<file path="src/rtl/mult_pkg.sv">
// Shared types and constants for the add-shift multiplier controller.
package mult_pkg;
    localparam int N_BITS_DEFAULT = 8;
    localparam int STEP_W         = $clog2(N_BITS_DEFAULT);

    typedef enum logic [2:0] {
        IDLE  = 3'd0,
        CLR   = 3'd1,
        ADD   = 3'd2,
        SHIFT = 3'd3,
        HOLD  = 3'd4
    } mult_state_t;
endpackage

</file>
<file path="src/rtl/mult_step_counter.sv">
// Step counter for the multiplier sequencer: clears on start, increments per
// completed add/shift pair, saturates at the last step.
module mult_step_counter
    import mult_pkg::*;
#(
    parameter int N_BITS = N_BITS_DEFAULT,
    parameter int W      = $clog2(N_BITS)
) (
    input  logic         clk_i,
    input  logic         rst_i,
    input  logic         clear_i,
    input  logic         inc_i,
    output logic [W-1:0] cnt_o,
    output logic         last_o
);
    localparam logic [W-1:0] LAST = W'(N_BITS - 1);

    logic [W-1:0] cnt_q, cnt_d;

    always_comb begin
        cnt_d = cnt_q;
        if (clear_i)
            cnt_d = '0;
        else if (inc_i && !last_o)
            cnt_d = cnt_q + 1'b1;
    end

    always_ff @(posedge clk_i or posedge rst_i) begin
        if (rst_i)
            cnt_q <= '0;
        else
            cnt_q <= cnt_d;
    end

    assign cnt_o  = cnt_q;
    assign last_o = (cnt_q == LAST);
endmodule

</file>
<file path="src/rtl/multiplier_control_unit.sv">
// Sequencer for the signed add-shift multiplier. Define MULT_AUTO_CLEAR_EN to
// route every start through CLR so X/A are zeroed before each multiplication.
module multiplier_control_unit
    import mult_pkg::*;
#(
    parameter int N_BITS = N_BITS_DEFAULT
) (
    input  logic Clk,
    input  logic Reset,
    input  logic Run,
    input  logic ClearA_LoadB,
    input  logic M,
    output logic Clr_Ld,
    output logic Clear_XA,
    output logic Add,
    output logic Subtract_Enable,
    output logic Shift,
    output logic Busy,
    output logic Done
);
    localparam int W = $clog2(N_BITS);

    mult_state_t  state_q, state_d;
    logic [W-1:0] cnt;
    logic         last_step;
    logic         cnt_clear, cnt_inc;

    assign cnt_clear = (state_q == IDLE) && Run;
    assign cnt_inc   = (state_q == SHIFT);

    mult_step_counter #(.N_BITS(N_BITS), .W(W)) u_cnt (
        .clk_i   (Clk),
        .rst_i   (Reset),
        .clear_i (cnt_clear),
        .inc_i   (cnt_inc),
        .cnt_o   (cnt),
        .last_o  (last_step)
    );

    always_comb begin
        state_d = state_q;
        case (state_q)
            IDLE: begin
                if (Run) begin
`ifdef MULT_AUTO_CLEAR_EN
                    state_d = CLR;
`else
                    state_d = ADD;
`endif
                end
            end
            CLR:   state_d = ADD;
            ADD:   state_d = SHIFT;
            SHIFT: state_d = last_step ? HOLD : ADD;
            HOLD:  if (!Run) state_d = IDLE;
            default: state_d = IDLE;
        endcase
    end

    always_ff @(posedge Clk or posedge Reset) begin
        if (Reset)
            state_q <= IDLE;
        else
            state_q <= state_d;
    end

    // Reset gates Clr_Ld so no load is requested while the datapath is being reset.
    assign Clr_Ld = (state_q == IDLE) && ClearA_LoadB && !Run && !Reset;
`ifdef MULT_AUTO_CLEAR_EN
    assign Clear_XA = (state_q == CLR);
`else
    assign Clear_XA = 1'b0;
`endif
    assign Add             = (state_q == ADD) && M;
    assign Subtract_Enable = (state_q == ADD) && M && last_step;
    assign Shift           = (state_q == SHIFT);
    assign Busy            = (state_q == CLR) || (state_q == ADD) || (state_q == SHIFT);
    assign Done            = (state_q == HOLD);

    logic unused_cnt;
    assign unused_cnt = ^cnt;
endmodule

</file>
<file path="config.mk">
export PLATFORM = sky130hd
export DESIGN_NAME = multiplier_control_unit
export DESIGN_NICKNAME = d
export VERILOG_FILES = /design/src/rtl/mult_pkg.sv /design/src/rtl/mult_step_counter.sv /design/src/rtl/multiplier_control_unit.sv
export SDC_FILE = /design/constraint.sdc
export NUM_CORES = 1
export LEC_CHECK = 0
export ABC_AREA = 1
export BUFFER_PORTS_ARGS = -buffer_cell sky130_fd_sc_hd__buf_2
export CAP_MARGIN = 20
export CORE_AREA = 4 4 41 43
export DETAILED_ROUTE_END_ITERATION = 8
export DIE_AREA = 0 0 45 47
export PLACE_DENSITY = 0.45
export SYNTH_ARGS = -nofsm -noshare
export SYNTH_HDL_FRONTEND = slang
export SYNTH_SLANG_ARGS = --single-unit
</file>
<file path="constraint.sdc">
create_clock -name Clk -period 1.3 [get_ports Clk]
set_input_delay 0.325 -clock Clk [delete_from_list [all_inputs] [get_ports Clk]]
set_output_delay 0.325 -clock Clk [all_outputs]
set_load 0.005 [all_outputs]
</file>
==> results.cfg <==
[placement]
gp_congestion = 0.743
placed_cell_area_sq_um = 463
dp.cells = 76
hpwl_microns = 592
io_buffers = 10
dpl_worst_slack_ns = -0.0147

[routing]
viasPerCell = 4.27
antenna_left = 0
drc = 0
wl_microns = 962
drtIter0Drc = 2
dr.pass1.iters = 3
wire_per_inst_microns = 10.5
vias = 393

[global_route]
grt_use_met3 = 0.0728
antenna_found_initial = 0
grt_usage = 0.103
grt_pass1_vias = 350
busiest_layer = met2
grt_pass1_wl_microns = 1460
grt-ovfl-total = 0
use_met2 = 0.178
grt_start_max_net_pins = 7
met1_usage = 0.102

[synthesis]
yosysMostFrequentCell = nand2_1
yosysTopAreaCell = dfrtp_1
syn_area_per_cell_sq_um = 7.75
synth_edf_count = 0
ys.flop_type = dfrtp_1
synth-seq-cells = 6
async_reset_ff_frac = 1.00
yosysWarnings = 0
syn_nets = 53
postSynthCellCount = 46
synth_cell_types = 16
yosysTopAreaCellShare = 0.421
synth_common_cells = 9 x nand2_1, 6 x dfrtp_1, 6 x inv_1, 6 x nand3_1, 6 x nor2_1
netlist_top_cells_area = dfrtp_1 42%, nand2_1 9.5%, nand3_1 8.4%
ys_seq_area_frac = 0.421
syn_area_sq_um = 357

[finish]
instances_no_fill = 92
final_area_sq_um = 663
diodes = 0
syn2layout_area_growth_pct = 86.0
utilization = 0.510
final_nets = 86
final_layout_size_suffix_gt1_frac = 0.597

[timing]
max_freq_mhz = 664
fin_skew_ns = 0.00549
grt_setup_unrepaired = true
setup_viol = 6
setup-tns-final_ns = -0.807
hold_viol = 0
fin_crit_sh = 1.16
fin_ws_ns = -0.207
drv_slew = 0
fin_crit_ns = 1.51

[clock_network]
htreeDepth = 1
clock_sinks = 6
clock_latency_ns = 0.24
cts-hold-fix-buffers = 0
cts_tree = done
numCtsBuffers = 3
cts_max_path_buffers = 2
clkSlewWorstSetupHoldPaths_ns = 0.05
cts_root_buffer = clkbuf_4

[power]
vdd_drop_max_uv = 1250
p_leak_nw = 0.351
p_per_area_mw_per_mm2 = 2170

[floorplanning]
num_rows = 13
core_sq_mm = 0.00130
ioPinCount = 12
die_w_microns = 45
dieHeight_microns = 47
die_area_sq_mm = 0.00212
initial_utilization = 0.274

[critical_path]
crit_chain = ha_4, ha_4, inv_2, nor3_2, buf_2
slowest_stage = dfrtp_1
crit_path_end_kind = primary output
worstSetupStartpointType = flop
cp.arrival_ns = 1.18
cp_max_fo = 2
cpMostUsedCell = ha_4
crit_type = reg2out
critPathMaxStageDelay_ns = 0.41
cp.required_ns = 0.98

[status]
violations = setup timing
status = finished with violations

[flow_run]
maxCapViolCount = 0

[min_path]
hold_path_class = in2async
-- state kept, by name, indices dropped and copies added, names as in the netlist --
| signal | count |
|---|---|
| u_cnt.cnt_o | 3 |
| state_q | 3 |
-- logic make-up (layout without fill, tap and decap cells) --
family	after synthesis	count (layout)	share of synthesized area
adders and majority gates	2	2	0.0702
and+or+nand+nor	28	28	0.389
AOI/OAI and AO/OA	1	1	0.0140
other	1	1	0.0105
DFF	6	6	0.421
buffers and inverters	8	39	0.0947
-- worst max-delay path, delay by kind of cell (launching register included) --
family | cells | cell delay (ns)
fa+ha+maj | 2 | 0.33
buf+inv | 2 | 0.18
flops | 1 | 0.41
simple gates | 1 | 0.03
-- cell type report --
class                           count  area (sq um)
Inverter                            7          26.3
Timing Repair Buffer               29           211
Tap cell                           15          18.8
Clock buffer                        3          22.5
Sequential cell                     6           151
Multi-Input combinational cell     32           233
Fill cell                         135           638
-- per-layer routing --
| metal | vias up | wire length, microns |
|---|---|---|
| li1 | 206 | - |
| met3 | 0 | 80 |
| met1 | 177 | 331 |
| met2 | 10 | 550 |
| met4 | 0 | 0 |
| met5 | - | 0 |
-- final timing paths --
path,start,to,slack (ns),cells past startpoint
max,u_cnt.cnt_o[0]$_DFFE_PP0P_,Subtract_Enable,-0.21,5
min,Reset,state_q[1]$_DFFE_PP0P_,0.06,3
max reg2reg,state_q[0]$_DFFE_PP0P_,u_cnt.cnt_o[0]$_DFFE_PP0P_,0.03,9
min reg2reg,u_cnt.cnt_o[1]$_DFFE_PP0P_,u_cnt.cnt_o[1]$_DFFE_PP0P_,0.56,2
max in group asynchronous,Reset,state_q[0]$_DFFE_PP0P_,1.11,3
min in group Clk,Run,state_q[2]$_DFFE_PP0P_,0.32,3
-- stage by stage --
| stage | total power, mW | hold WS, ns |
|---|---|---|
| final | 1.44 | 0.0626 |
| after global routing | 1.57 | 0.0755 |
| after CTS | 1.19 | 0.0599 |
| after detailed placement | 0.811 | 0.322 |
| after global placement | 0.815 | 0.328 |
| after floorplan | 0.642 | 0.124 |
-- power by group --
part | leakage, nW | internal, mW | switching [mW] | total, mW
clock network | 0.0138 | 0.104 | 0.0654 | 0.170
registers | 0.0707 | 0.271 | 0.101 | 0.372
logic | 0.266 | 0.508 | 0.387 | 0.894
total | 0.351 | 0.883 | 0.553 | 1.44
-- cell usage in the layout (no fill, tap or decap), drive strengths merged --
cell    instances
nand3           6
nor2            8
nor3            2
buf            29
inv             7
ha              2
clkbuf          3
nand3b          1
conb            1
o21ai           1
nand2          11
dfrtp           6
-- repair_timing --
| item | 4_1_cts | 5_1_grt |
|---|---|---|
| buffers inserted | 8 | 5 |
| resized for setup | 9 | 10 |
| hold endpoints to repair | 0 | 0 |
| setup endpoints to repair | 6 | 6 |
| pin swaps | 6 | 9 |
No activity file was read; power rests on OpenSTA's default activity.
